===== src/rtl/pacman_move_ctrl.sv =====
// Pacman movement controller: probes wall pixels around pacman during the raster scan and
// steps position/heading once per frame at the update line. Optional macro: PAC_TUNNEL_EN (horizontal wrap).
module pacman_move_ctrl #(
    parameter int SPRITE   = 12,
    parameter int STEP     = 2,
    parameter int MOVE_DIV = 2,
    parameter int START_X  = 314,
    parameter int START_Y  = 254,
    parameter int X_MIN    = 138,
    parameter int X_MAX    = 490,
    parameter int Y_MIN    = 32,
    parameter int Y_MAX    = 408,
    parameter int UPD_LINE = 515
) (
    input  logic       clk,
    input  logic       reset,
    input  logic       start,
    input  logic       ack,
    input  logic [9:0] hCount,
    input  logic [9:0] vCount,
    input  logic       bright,
    input  logic       wallFill,
    input  logic       btnU,
    input  logic       btnD,
    input  logic       btnL,
    input  logic       btnR,
    output logic [9:0] pacX,
    output logic [9:0] pacY,
    output logic [1:0] dir,
    output logic       moving
);

    typedef enum logic [1:0] {IDLE, SCAN, UPDATE} state_t;

    localparam logic [1:0] DIR_R = 2'd0;
    localparam logic [1:0] DIR_L = 2'd1;
    localparam logic [1:0] DIR_U = 2'd2;
    localparam logic [1:0] DIR_D = 2'd3;

`ifdef PAC_TUNNEL_EN
    localparam bit TUNNEL = 1'b1;
`else
    localparam bit TUNNEL = 1'b0;
`endif

    localparam logic signed [11:0] SZ  = 12'(SPRITE);
    localparam logic signed [11:0] ST  = 12'(STEP);
    localparam logic signed [11:0] ONE = 12'sd1;
    localparam logic [10:0] STP = 11'(STEP);
    localparam logic [10:0] XMN = 11'(X_MIN);
    localparam logic [10:0] XMX = 11'(X_MAX);
    localparam logic [10:0] YMN = 11'(Y_MIN);
    localparam logic [10:0] YMX = 11'(Y_MAX);
    localparam logic [9:0]  STP10  = 10'(STEP);
    localparam logic [9:0]  XMN10  = 10'(X_MIN);
    localparam logic [9:0]  XMX10  = 10'(X_MAX);
    localparam logic [9:0]  YMN10  = 10'(Y_MIN);
    localparam logic [9:0]  YMX10  = 10'(Y_MAX);
    localparam logic [9:0]  STX10  = 10'(START_X);
    localparam logic [9:0]  STY10  = 10'(START_Y);
    localparam logic [9:0]  UPD10  = 10'(UPD_LINE);
    localparam logic [3:0]  DIVMAX = 4'(MOVE_DIV - 1);

    state_t      state, stateNext;
    logic [1:0]  reqDir, reqNext, newDir;
    logic [3:0]  blocked, probeHit;
    logic [3:0]  divCnt;
    logic        primed;
    logic        frameStart, updPoint, anyBtn;
    logic [9:0]  nextX, nextY;
    logic        inXSpan, inYSpan;
    logic signed [11:0] hs, vs, px, py;
    logic [10:0] x11, y11;

    assign frameStart = (hCount == 10'd0) && (vCount == 10'd0);
    assign updPoint   = (hCount == 10'd0) && (vCount == UPD10);
    assign anyBtn     = btnU | btnD | btnL | btnR;

    // Probe geometry is done in signed 12-bit so strips left of / above column 0 never wrap.
    assign hs  = $signed({2'b00, hCount});
    assign vs  = $signed({2'b00, vCount});
    assign px  = $signed({2'b00, pacX});
    assign py  = $signed({2'b00, pacY});
    assign x11 = {1'b0, pacX};
    assign y11 = {1'b0, pacY};

    assign inXSpan = (hs >= px) && (hs <= px + SZ - ONE);
    assign inYSpan = (vs >= py) && (vs <= py + SZ - ONE);

    always_comb begin
        probeHit        = 4'b0000;
        probeHit[DIR_R] = inYSpan && (hs >= px + SZ) && (hs <= px + SZ + ST - ONE);
        probeHit[DIR_L] = inYSpan && (hs >= px - ST) && (hs <= px - ONE);
        probeHit[DIR_U] = inXSpan && (vs >= py - ST) && (vs <= py - ONE);
        probeHit[DIR_D] = inXSpan && (vs >= py + SZ) && (vs <= py + SZ + ST - ONE);
    end

    always_comb begin
        reqNext = reqDir;
        if (btnU)      reqNext = DIR_U;
        else if (btnD) reqNext = DIR_D;
        else if (btnL) reqNext = DIR_L;
        else if (btnR) reqNext = DIR_R;
    end

    // Turn first (if the requested side is open), then step along the resulting heading.
    always_comb begin
        newDir = blocked[reqNext] ? dir : reqNext;
        nextX  = pacX;
        nextY  = pacY;
        if (!blocked[newDir]) begin
            case (newDir)
                DIR_R: begin
                    if (x11 + STP > XMX) nextX = TUNNEL ? XMN10 : XMX10;
                    else                 nextX = pacX + STP10;
                end
                DIR_L: begin
                    if (x11 < XMN + STP) nextX = TUNNEL ? XMX10 : XMN10;
                    else                 nextX = pacX - STP10;
                end
                DIR_U: begin
                    if (y11 < YMN + STP) nextY = YMN10;
                    else                 nextY = pacY - STP10;
                end
                default: begin
                    if (y11 + STP > YMX) nextY = YMX10;
                    else                 nextY = pacY + STP10;
                end
            endcase
        end
    end

    always_ff @(posedge clk) begin
        if (reset) state <= IDLE;
        else       state <= stateNext;
    end

    always_comb begin
        stateNext = state;
        if (ack) begin
            stateNext = IDLE;
        end else begin
            case (state)
                IDLE:    if (start) stateNext = SCAN;
                SCAN:    if (updPoint) stateNext = UPDATE;
                UPDATE:  stateNext = SCAN;
                default: stateNext = IDLE;
            endcase
        end
    end

    // Datapath: ack restores everything exactly as reset does.
    always_ff @(posedge clk) begin
        if (reset || ack) begin
            pacX    <= STX10;
            pacY    <= STY10;
            dir     <= DIR_L;
            moving  <= 1'b0;
            reqDir  <= DIR_L;
            blocked <= 4'b0000;
            divCnt  <= 4'd0;
            primed  <= 1'b0;
        end else begin
            if (anyBtn) reqDir <= reqNext;
            case (state)
                IDLE: begin
                    if (start) begin
                        blocked <= 4'b0000;
                        primed  <= 1'b0;
                    end
                end
                SCAN: begin
                    if (frameStart) begin
                        blocked <= 4'b0000;
                        primed  <= 1'b1;
                    end else if (bright && wallFill) begin
                        blocked <= blocked | probeHit;
                    end
                end
                UPDATE: begin
                    if (primed) begin
                        if (divCnt == DIVMAX) begin
                            divCnt <= 4'd0;
                            dir    <= newDir;
                            pacX   <= nextX;
                            pacY   <= nextY;
                            moving <= (nextX != pacX) || (nextY != pacY);
                        end else begin
                            divCnt <= divCnt + 4'd1;
                        end
                    end
                end
                default: ;
            endcase
        end
    end

endmodule


===== config.mk =====
export PLATFORM = sky130hd
export DESIGN_NAME = pacman_move_ctrl
export DESIGN_NICKNAME = d
export VERILOG_FILES = /design/src/rtl/pacman_move_ctrl.sv
export SDC_FILE = /design/constraint.sdc
export NUM_CORES = 1
export LEC_CHECK = 0
export ABC_AREA = 1
export CAP_MARGIN = 20
export CORE_UTILIZATION = 40
export CTS_BUF_LIST = sky130_fd_sc_hd__clkbuf_4 sky130_fd_sc_hd__clkbuf_8 sky130_fd_sc_hd__clkbuf_16
export DETAILED_ROUTE_END_ITERATION = 8
export GPL_ROUTABILITY_DRIVEN = 0
export PLACE_DENSITY = 0.69
export SLEW_MARGIN = 20
export SYNTH_ARGS = -nofsm -noshare
export SYNTH_HDL_FRONTEND = slang
export SYNTH_SLANG_ARGS = --single-unit

===== constraint.sdc =====
create_clock -name clk -period 7.8 [get_ports clk]
set_input_delay 1.56 -clock clk [delete_from_list [all_inputs] [get_ports clk]]
set_output_delay 1.56 -clock clk [all_outputs]
set_load 0.01 [all_outputs]

# --- Word level (Yosys, flattened, before mapping) ---
# Cells that the tools add are included.
op_classes:
  eq_ne: 12
  n_lt_le_gt_ge: 18
  bitwise: 4
  addsub: 19
  n_reduce_logical: 27
  n_mux: 28
ops:
  columns: ["op", "count"]
  rows:
  - ["10-bit two-way mux", 6]
  - ["11-bit by 12-bit <= comparator with 1-bit output", 4]
  - ["12-bit by 2-bit subtractor with 12-bit output, second input constant", 4]
  - ["10-bit one-hot mux with 2 select lines", 2]
  - ["11-bit by 2-bit adder with 12-bit output, second input constant", 2]
  - ["11-bit by 12-bit >= comparator with 1-bit output", 2]
  - ["10-bit by 2-bit adder with 11-bit output, second input constant", 2]
  - ["10-bit by 4-bit adder with 11-bit output, second input constant", 2]
  - ["11-bit >= comparator", 2]
  - ["11-bit by 9-bit greater-than comparator with 1-bit output, second input constant", 2]
  - ["11-bit <= comparator", 2]
  - ["10-bit by 1-bit subtractor with 11-bit output, second input constant", 2]
  - ["10-bit by 2-bit subtractor with 11-bit output, second input constant", 2]
  - ["10-bit by 2-bit adder with 10-bit output, second input constant", 2]
  - ["10-bit >= comparator", 2]
  - ["10-bit zero test", 2]
  - ["10-bit != test", 2]
  - ["10-bit by 2-bit subtractor with 10-bit output, second input constant", 2]
  - ["4-bit two-way mux", 4]
  - ["2-bit two-way mux", 7]
  - ["1-bit logical AND", 13]
  - ["10-bit equality test, second input constant", 1]
  - ["10-bit by 6-bit less-than comparator with 1-bit output, second input constant", 1]
  - ["10-bit by 8-bit less-than comparator with 1-bit output, second input constant", 1]
  - ["20 further kinds", 37]
totals:
  ff_bits: 36
  wordCells: 117
  output_inout_bits: 23
  inputBits: 30

# --- Longest topological paths before layout ---
# Gate-level depths: netlist (run 1).
depth:
  ltp_word: 13
  ltp_mapped: 26
  ltp_nobuf: 25

# --- Worst setup path before layout (run 1) ---
# No wires, ideal clock.
synth_path:
  path_kind: "register to register"
  start: "register pacX[2]"
  end: "register blocked[0]"
  path_buffers: 0
  t_required_ns: 7.688
  t_arrival_ns: 3.200
  path_stages_with_launch: 21
  setup_slack_ns: 4.488
  period_less_slack_ns: 3.312
  setup_ns: 0.112
  path_cell_list: "dfxtp_1 inv_2 ha_1 nor3_1 nor2_1 a21oi_2 inv_1 nor4_1 xor2_1 ha_1 inv_1 nor3_1 nand2_1 nand2_1 o21ai_0 a21oi_1 o211ai_1 nand4_1 nor2_1 nor2_1 nor2_1"
synth_via:
  elab_chain_len: 9
  elab_cells_between_ends: 11
  cone_classes: "3 x add/sub; 2 x order compare; 3 x mux; 1 x bitwise; 2 x reduce/logical"
synth_lines:
  columns: ["item", "line", "text"]
  rows:
  - ["start, declared", "27", "output logic [9:0] pacX,"]
  - ["start signal, assigned", "185", "pacX <= nextX;"]
  - ["10-bit by 4-bit adder with 11-bit output (*)", "92", "probeHit[DIR_R] = inYSpan && (hs >= px + SZ) && (hs <= px + SZ + ST - ONE);"]
  - ["11-bit by 2-bit adder with 12-bit output", "92", null]
  - ["12-bit by 2-bit subtractor with 12-bit output", "92", null]
  - ["11-bit by 12-bit <= comparator with 1-bit output", "92", null]
  - ["1-bit logical AND (*)", "92", null]
  - ["4-bit bitwise OR (*)", "177", "blocked <= blocked | probeHit;"]
  - ["4-bit two-way mux (*)", "176", "end else if (bright && wallFill) begin"]
  - ["4-bit two-way mux (*)", "173", "if (frameStart) begin"]
  - ["4-bit one-hot mux with 2 select lines (*)", "165", "case (state)"]
  - ["end signal, assigned", "177", null]
  - ["end, declared", "66", "logic [3:0] blocked, probeHit;"]
# Mark *: on every way between the ends. The rest lies on a longest branch, timed or not. The select of a mux whose other input is x is not followed.
# A chain may end at the register's enable or synchronous reset.

# --- Worst setup path in the final report (run 1) ---
layout_path:
  start: "register pacY[2]"
  end: "register blocked[0]"
layout_via:
  elab_chain_len: 10
  elab_cells_between_ends: 11
  cone_classes: "2 x add/sub; 2 x order compare; 3 x mux; 1 x bitwise; 3 x reduce/logical"
layout_lines:
  columns: ["item", "line", "text"]
  rows:
  - ["start, declared", "28", "output logic [9:0] pacY,"]
  - ["start signal, assigned", "186", "pacY <= nextY;"]
  - ["10-bit by 4-bit adder with 11-bit output", "88", "assign inYSpan = (vs >= py) && (vs <= py + SZ - ONE);"]
  - ["12-bit by 2-bit subtractor with 12-bit output", "88", null]
  - ["11-bit by 12-bit <= comparator with 1-bit output", "88", null]
  - ["1-bit logical AND (*)", "88", null]
  - ["1-bit logical AND (*) (2 in a row)", "92", null]
  - ["4-bit bitwise OR (*)", "177", null]
  - ["4-bit two-way mux (*)", "176", null]
  - ["4-bit two-way mux (*)", "173", null]
  - ["4-bit one-hot mux with 2 select lines (*)", "165", null]
# Marked as above.

==> run metrics, run 1 <==
drt pass-1 iters=6; share of post-route cells with drive strength above 1=4.35%; antenna-violating nets left=0; instance count of the mapped netlist=1,117; accumulated negative setup slack=0 ns; startpoint-to-endpoint class of the critical path=reg -> reg; R2R Setup Slk=3.49 ns; leading cell type in the layout, fill and taps excluded=sky130_fd_sc_hd__nand2_1; Area growth syn-to-layout=11.2%; I/O Buffers=52; largest net degree at the start of global routing=37; critical hold path startpoint=primed; logic gate share of total power=26.4%; P_sw=181 uW; CTS tree=yes; root buf cell=sky130_fd_sc_hd__clkbuf_16; sequential cell area fraction in the yosys report=10.2%; outcome=finished, final reports clean; Clk Latency, worst-skew pair=0.29 ns; endpoint class of the critical path=register; CTS resizes=0; power per cell area=73.1 mW/mm2; number of primary I/O pins=53; Clock Skew=0.0121 ns; number of global-route vias before repair=6,800; cell area after technology mapping=0.00707 mm2; Max Root-Sink Buffers=2; die area=0.0182 mm2; setup repair after global routing missed its margin=false; number of buffers added by the clock tree synthesis step=5; worst flop-to-flop path startpoint=pacY[2]; site row count=48; max-cap check violation count=0; worst hold path class=reg -> reg; Arrival @ worst endpoint=4.54 ns; post-synthesis net count=1,278; leakage=3.81 nW; syn avg cell area=6.33 um2; period utilization=55.3%; Switching Fraction=31.5%; Design Power=575 uW; total clock sinks=36; Horiz. Die Dim=135 um; First DRT Iteration DRCs=526; Critical Path Fanout Max=15; number of nets in the finished design=1,309; Startpoint Class=register; Post-DP HPWL=16,500 um; count of H-tree levels built during CTS=2; number of setup buffers added after CTS=0; Worst EP required=8.03 ns; worst hold path cell count=2; final setup vio count=0; Post-CTS Hold Buffers=0; total wire length=20,800 um; Max-slew headroom=33.9%; diode count=0; via count of the routed design=7,468; slew of the pin with the lowest slew margin=0.991 ns; residual overflow from global routing=0; die height=135 um; Int Pwr=394 uW; area of the core=0.0173 mm2; achievable frequency=232 MHz; end point of the most critical hold path=primed; overall global routing resource usage=23.4%; most frequent cells in the layout=sky130_fd_sc_hd__nand2_1 (258), sky130_fd_sc_hd__ha_1 (131), sky130_fd_sc_hd__inv_1 (110); vias per inst=5.44; synthesis-stage register bit count=36; average wire per cell in the routed design=15.2 um; maximum VDD drop=83.7 uV; total count of hold-check failures in the final report=0; wire length of the first global-routing pass=34,300 um; antenna violations before repair=0; worst-case reg-to-reg path depth=17; sequential cell fraction of total power=32.2%; number of synthesis warnings=0; reg2reg end=blocked[0]; fillers=1,835; number of pins with negative max-slew slack in the final report=0; clock edge transition at the registers on the reported setup and hold paths=0.07 ns; share of power burned in the clock network=41.4%; final critical delay including setup and external delays=4.31 ns; distinct cell type count of the synthesized netlist=50; initial cell density of the core=40.9%; post-detailed-route DRC marker count=0
==> state kept, by name (all words and copies together) (netlist names) <==
signal and cells:
pacY 10, pacX 10, dir 2, blocked 4, primed 1, state 2, reqDir 2, divCnt 4
moving 1
==> worst max path at each step <==
stage	slack, ns	to	from	cells past startpoint
2_1_floorplan	4.49	blocked[0]	pacX[2]	20
3_3_place_gp	3.39	moving	btnL	16
3_5_place_dp	3.29	moving	btnL	18
4_1_cts	3.58	moving	btnL	18
5_1_grt	3.20	blocked[3]	pacX[2]	18
6_report	3.49	blocked[0]	pacY[2]	17
==> kinds of logic (layout without fill, tap and decap cells) <==
logic type | after synthesis | count (layout) | share of synthesized area (%)
XOR/XNOR | 58 | 58 | 7.56
adder cells (fa/ha/maj) | 131 | 131 | 23.2
AO/OA/AOI/OAI | 205 | 205 | 16.4
AND/OR/NAND/NOR | 535 | 535 | 33.5
buffers and inverters | 152 | 184 | 9.22
flip-flops | 36 | 36 | 10.2
==> cell type report <==
type,instances,area [um2],share of cell area [%]
clock buffers,5,125,1.59
clock inverters,3,46.3,0.589
inverters,122,458,5.82
multi-input cells,929,5700,72.4
flip-flops and latches,36,721,9.16
well taps,225,282,3.58
repair buffers,54,536,6.81
==> per-stage QoR <==
step / hold WS (ns) / cell area [um2] / util, % / setup slack (ns) / std cells
floorplan: 0.440 / 7070 / - / 4.49 / 1117
global placement: 0.456 / 7690 / 44.5 / 3.39 / 1366
detailed placement: 0.459 / 7690 / 44.5 / 3.29 / 1366
CTS: 0.469 / 7860 / 45.5 / 3.58 / 1374
global route: 0.506 / 7860 / 45.5 / 3.20 / 1374
finish: 0.472 / 7860 / 45.5 / 3.49 / 1374
==> worst max-delay path, cell delays in order (launching register included) <==
cell                       delay (ns)
sky130_fd_sc_hd__dfxtp_1         0.80
sky130_fd_sc_hd__inv_1           0.38
sky130_fd_sc_hd__ha_1            0.37
sky130_fd_sc_hd__nor2_1          0.18
sky130_fd_sc_hd__xor2_1          0.51
sky130_fd_sc_hd__nand3_1         0.22
sky130_fd_sc_hd__nor2_1          0.21
sky130_fd_sc_hd__xor2_1          0.17
sky130_fd_sc_hd__ha_1            0.27
sky130_fd_sc_hd__nand2_1         0.08
sky130_fd_sc_hd__a21oi_1         0.04
sky130_fd_sc_hd__a211oi_1        0.18
sky130_fd_sc_hd__o21ai_0         0.14
sky130_fd_sc_hd__nand4_1         0.15
sky130_fd_sc_hd__nand4_1         0.10
sky130_fd_sc_hd__nor2_1          0.27
sky130_fd_sc_hd__nor2_1          0.09
sky130_fd_sc_hd__nor2_1          0.08
==> power groups by stage <==
stage | Combinational [mW] | Sequential, mW | Clock (mW)
2_1_floorplan | 0.0983 | 0.189 | 0
3_3_place_gp | 0.147 | 0.189 | 0
3_5_place_dp | 0.149 | 0.189 | 0
4_1_cts | 0.150 | 0.185 | 0.239
5_1_grt | 0.173 | 0.185 | 0.248
6_report | 0.152 | 0.185 | 0.238
==> routing by layer <==
metal | GRT usage (%) | share of wire, % | vias to the layer above
met5 | 0 | 0 | -
met4 | 6.05 | 2.1 | 0
met3 | 2.14 | 6.5 | 40
met2 | 37.7 | 44 | 265
met1 | 33.2 | 47 | 3323
li1 | - | - | 3840
==> synth_stat cells (all sizes together) <==
library cell	number	area, um2
or2	1	6.26
clkinv	5	18.8
o41ai	1	8.76
nand4	24	156
o22ai	5	31.3
a311oi	2	17.5
a31oi	3	18.8
nor2	108	440
or3	1	6.26
a21o	3	22.5
inv	117	439
o211ai	8	60.1
o2111ai	2	17.5
o21ai	82	418
nor3	22	115
nand3b	3	22.5
xnor2	6	52.6
nand2	267	1030
o21a	3	22.5
a21oi	81	424
buf	22	164
nor4	9	56.3
xor2	52	482
nand3	99	523
a211oi	6	45.0
o221a	1	11.3
clkbuf	8	30.0
o31ai	2	15.0
ha	131	1640
o221ai	1	8.76
o21bai	5	37.5
or3b	1	8.76
dfxtp	36	721
(Power assumes the default switching activity.)
==> inputs of run 2 (changes only) <==
- clock period: 7.8 -> 4.45 ns (I/O delays scaled with it)
==> run 2 against run 1 <==
Power increased by 67%; critical endpoint is now blocked[1]; register-to-register slack got worse by 2.7 ns; sequential power increased by 75%.
==> run metrics, run 2 (synthesis results as in run 1) <==
outcome=finished, final reports clean; share of power burned in the clock network=38.3%; vias per inst=5.49; root buf cell=sky130_fd_sc_hd__clkbuf_16; final critical delay including setup and external delays=3.64 ns; I/O Buffers=52; Arrival @ worst endpoint=3.86 ns; met3 wire length=1270 um; worst hold path class=reg -> reg; CTS resizes=0; diode count=0; count of H-tree levels built during CTS=2; Post-DP HPWL=16,900 um; worst-case reg-to-reg path depth=19; endpoint class of the critical path=register; R2R Setup Slk=0.81 ns; worst hold path cell count=2; area of the core=0.0173 mm2; Max-slew headroom=46.1%; leading cell type in the layout, fill and taps excluded=sky130_fd_sc_hd__nand2_1; period utilization=81.9%; max-cap check violation count=0; maximum VDD drop=132 uV; First DRT Iteration DRCs=538; accumulated negative setup slack=0 ns; overall global routing resource usage=23.7%; Post-CTS Hold Buffers=0; total count of hold-check failures in the final report=0; Critical Path Fanout Max=6; final std cells w/o fill=1,392; clock edge transition at the registers on the reported setup and hold paths=0.06 ns; worst setup path startpoint=pacY[3]; antenna violations before repair=0; die height=135 um; total clock sinks=36; number of global-route vias before repair=6,994; Clk Latency, worst-skew pair=0.29 ns; most frequent cells in the layout=sky130_fd_sc_hd__nand2_1 (258), sky130_fd_sc_hd__ha_1 (131), sky130_fd_sc_hd__inv_1 (110); smallest setup slack after layout=0.805 ns; number of primary I/O pins=53; highest routed metal layer=met4; CTS tree=yes; end point of the most critical hold path=primed; Startpoint Class=register; dpl ws=0.719 ns; via count of the routed design=7,640; critical hold path startpoint=primed; Horiz. Die Dim=135 um; detailed route wirelength on metal2=9400 um; leakage=3.88 nW; site row count=48; average wire per cell in the routed design=15.3 um; logic gate share of total power=27.9%; sequential cell fraction of total power=33.7%; Int Pwr=634 uW; die area=0.0182 mm2; P_sw=326 uW; number of pins with negative max-slew slack in the final report=0; Clock Skew=0.00552 ns; power per cell area=120 mW/mm2; setup repair after global routing missed its margin=false; number of setup buffers added after CTS=0; achievable frequency=274 MHz; share of post-route cells with drive strength above 1=5.83%; largest net degree at the start of global routing=33; post-detailed-route DRC marker count=0; Max Root-Sink Buffers=2; reg2reg end=blocked[1]; initial cell density of the core=40.9%; Largest regs=pacX: 10 flops, pacY: 10 flops; number of nets in the finished design=1,327; total wire length=21,400 um; Worst EP required=4.67 ns; wire length of the first global-routing pass=34,600 um; worst flop-to-flop path startpoint=pacY[3]; drt pass-1 iters=5; fillers=1,830; final setup vio count=0; Switching Fraction=34.0%; Area growth syn-to-layout=12.8%; worst hold slack=0.475 ns; number of buffers added by the clock tree synthesis step=5; residual overflow from global routing=0; antenna-violating nets left=0; routed length on met1=10,100 um; number of placed instances with taps included=1,384; startpoint-to-endpoint class of the critical path=reg -> reg; slew of the pin with the lowest slew margin=0.807 ns
-- run 2: cell count changes in the layout (fill, tap and decap cells not counted), sizes merged --
cell / delta
bufinv: -1
clkinvlp: +1
clkinv: +1
inv: -1
buf: +18
-- run 2: routing by layer --
metal / GRT usage (%) / vias up
met5: 0 / -
met4: 7.87 / 0
met3: 2.67 / 50
met2: 38.8 / 239
met1: 32.2 / 3473
li1: - / 3878
-- run 2: power groups by stage --
| stage | Combinational, mW | Sequential (mW) | Clock, mW |
|---|---|---|---|
| detailed placement | 0.263 | 0.331 | 0 |
| global placement | 0.260 | 0.331 | 0 |
| floorplan | 0.172 | 0.331 | 0 |
| finish | 0.268 | 0.324 | 0.368 |
| global route | 0.304 | 0.324 | 0.387 |
| CTS | 0.265 | 0.324 | 0.371 |
-- run 2: how the worst max path moves through the flow --
stage | to | slack (ns) | cells past startpoint
final | blocked[1] | 0.81 | 19
after global routing | blocked[1] | 0.52 | 19
after CTS | blocked[1] | 0.85 | 19
after detailed placement | moving | 0.72 | 18
after global placement | moving | 0.76 | 18
after floorplan | blocked[0] | 1.14 | 20
-- run 2: critical path, cell delays in order, from the launching register on --
cell	delay, ns
sky130_fd_sc_hd__dfxtp_1	0.31
sky130_fd_sc_hd__inv_1	0.18
sky130_fd_sc_hd__ha_1	0.31
sky130_fd_sc_hd__inv_1	0.10
sky130_fd_sc_hd__nor2_1	0.17
sky130_fd_sc_hd__nor2_1	0.16
sky130_fd_sc_hd__nor3_1	0.41
sky130_fd_sc_hd__nand3_1	0.20
sky130_fd_sc_hd__nor2_1	0.21
sky130_fd_sc_hd__xor2_1	0.17
sky130_fd_sc_hd__ha_1	0.27
sky130_fd_sc_hd__nand2_1	0.08
sky130_fd_sc_hd__a21oi_1	0.04
sky130_fd_sc_hd__a211oi_1	0.20
sky130_fd_sc_hd__o21ai_0	0.13
sky130_fd_sc_hd__nand4_1	0.16
sky130_fd_sc_hd__nand3_1	0.10
sky130_fd_sc_hd__nor2_1	0.10
sky130_fd_sc_hd__nand2_1	0.13
sky130_fd_sc_hd__a21oi_1	0.15
-- run 2: through the flow --
stage	area, um2	util (%)	power (mW)
after floorplan	7070	-	0.504
after global placement	7830	45.3	0.592
after detailed placement	7830	45.3	0.595
after CTS	7980	46.1	0.960
after global routing	7980	46.1	1.02
final	7980	46.1	0.960
-- run 2: final cells by class --
class,instances,area (um2),area share (%)
clock buffer,5,125,1.57
clock inverter,3,23.8,0.298
inverter,122,458,5.74
multi-input combinational,929,5700,71.4
sequential,36,721,9.04
tap,225,282,3.53
timing repair buffer,72,671,8.41
==> inputs of run 3 (changes only) <==
- clock period: 4.45 -> 3.6 ns (I/O delays scaled with it)
==> run 3 against run 2 <==
Combinational power increased by 30%; worst setup slack worse by 0.56 ns; flip-flop and latch count stayed put; register-to-register slack worse by 0.56 ns; fmax up 8.6%; cell area grew 4.5%; clock power grew 23%; sequential share of layout area is 0.39 points lower; via count increased by 3.3%; non-clock buffer count up 46; count of clock-buffer cells in the layout did not move; critical path type unchanged.
==> run metrics, run 3 (synthesis results as in run 1) <==
share of post-route cells with drive strength above 1=9.56%; slew of the pin with the lowest slew margin=0.722 ns; largest net degree at the start of global routing=23; worst hold path cell count=2; accumulated negative setup slack=0 ns; First DRT Iteration DRCs=642; R2R Setup Slk=0.24 ns; wire length of the first global-routing pass=36,100 um; final critical delay including setup and external delays=3.36 ns; Worst EP required=3.83 ns; CP delay by family, top=simple AND/OR/NAND/NOR gates; leading cell type in the layout, fill and taps excluded=sky130_fd_sc_hd__nand2_1; Clock Skew=0.00972 ns; endpoint class of the critical path=register; Clk Latency, worst-skew pair=0.29 ns; CP max stage cell=sky130_fd_sc_hd__dfxtp_1; critical hold path startpoint=primed; end point of the most critical hold path=primed; number of primary I/O pins=53; total wire length=22,500 um; Design Power=1.20 mW; antenna-violating nets left=0; clock edge transition at the registers on the reported setup and hold paths=0.07 ns; site row count=48; max-cap check violation count=0; die height=135 um; worst-case reg-to-reg path depth=17; initial cell density of the core=40.9%; drt pass-1 iters=5; Horiz. Die Dim=135 um; Area growth syn-to-layout=17.9%; worst hold slack=0.464 ns; worst flop-to-flop path startpoint=pacX[2]; power per cell area=145 mW/mm2; smallest setup slack after layout=0.245 ns; number of global-route vias before repair=7,335; Startpoint Class=register; Largest regs=pacX: 10 flops, pacY: 10 flops; period utilization=93.2%; diode count=0; dpl ws=0.225 ns; worst setup path startpoint=pacX[2]; area of the core=0.0173 mm2; reg2reg end=blocked[3]; maximum VDD drop=150 uV; count of buffer and inverter cells on the critical path=1; number of nets in the finished design=1,373; achievable frequency=298 MHz; largest incremental delay on the critical path=0.35 ns; antenna violations before repair=0; number of placed instances with taps included=1,430; startpoint-to-endpoint class of the critical path=reg -> reg; via count of the routed design=7,891; leakage=4.10 nW; most frequent cells in the layout=sky130_fd_sc_hd__nand2_1 (258), sky130_fd_sc_hd__ha_1 (131), sky130_fd_sc_hd__inv_1 (110); number of buffers added by the clock tree synthesis step=5; vias per inst=5.49; number of pins with negative max-slew slack in the final report=0; Critical Path Fanout Max=5; average wire per cell in the routed design=15.6 um; series of cell instances along the critical path=inv_2 > ha_1 > nor3_1 > nand2_1 > xor2_1 > nor3_1 > xor2_1 > ha_1 > nand2_1 > a21oi_1 > a211oi_1 > o21ai_0 > o211ai_1 > o22ai_1 > nor2_1 > nand3_1 > a21oi_1; final setup vio count=0; Post-DP HPWL=18,300 um; root buf cell=sky130_fd_sc_hd__clkbuf_16; CTS tree=yes; Arrival @ worst endpoint=3.58 ns; overall global routing resource usage=25.0%; setup repair after global routing missed its margin=false; die area=0.0182 mm2; post-detailed-route DRC marker count=0; Post-CTS Hold Buffers=0; Max Root-Sink Buffers=2; final std cells w/o fill=1,438; I/O Buffers=52; residual overflow from global routing=0; count of H-tree levels built during CTS=2; outcome=finished, final reports clean; total count of hold-check failures in the final report=0; Max-slew headroom=51.5%; total clock sinks=36; worst hold path class=reg -> reg
==> run 3: changes by cell type in the layout (fill, tap and decap cells not counted), sizes merged <==
| cell | previous run | this run |
|---|---|---|
| buf | 20 | 66 |
==> run 3: where the power goes <==
group	switching [mW]	internal (mW)	total, mW
clock network	0.196	0.258	0.454
logic	0.210	0.139	0.349
registers	0.000606	0.400	0.400
==> run 3: layer usage <==
| metal | global-route usage, % | part of all wire (%) | vias to the layer above |
|---|---|---|---|
| met5 | 0 | 0 | - |
| met4 | 7.43 | 3.0 | 0 |
| met3 | 3.19 | 7.1 | 57 |
| met2 | 40.0 | 43 | 294 |
| met1 | 34.7 | 47 | 3570 |
| li1 | - | - | 3970 |
==> run 3: worst min-delay path: cells and delay by family (launching register included) <==
family	cells	cell delay, ns
flip-flops	1	0.31
AND/OR/NAND/NOR	1	0.06
AO/OA/AOI/OAI	1	0.05
==> run 3: what timing repair did <==
action	4_1_cts	5_1_grt
endpoints found under the setup margin	0	3
setup buffers	0	0
resized for setup	0	2
==> run 3: through the flow <==
| stage | utilization [%] | cell area [um2] |
|---|---|---|
| after floorplan | - | 7070 |
| after global placement | 47.3 | 8170 |
| after detailed placement | 47.3 | 8170 |
| after CTS | 48.1 | 8320 |
| after global routing | 48.2 | 8330 |
| final | 48.2 | 8330 |
==> run 3: final cells by class <==
type,count,area (um2)
inverters,122,458
well taps,225,282
flip-flops and latches,36,721
repair buffers,118,1020
multi-input cells,929,5710
clock buffers,5,125
clock inverters,3,23.8
fillers,1786,8960
==> run 3: how the worst max path moves through the flow <==
stage / to / slack, ns / cells past startpoint
2_1_floorplan: blocked[0] / 0.29 / 20
3_3_place_gp: moving / 0.26 / 21
3_5_place_dp: moving / 0.23 / 21
4_1_cts: blocked[3] / 0.21 / 18
5_1_grt: blocked[0] / 0.0003 / 20
6_report: blocked[3] / 0.24 / 17
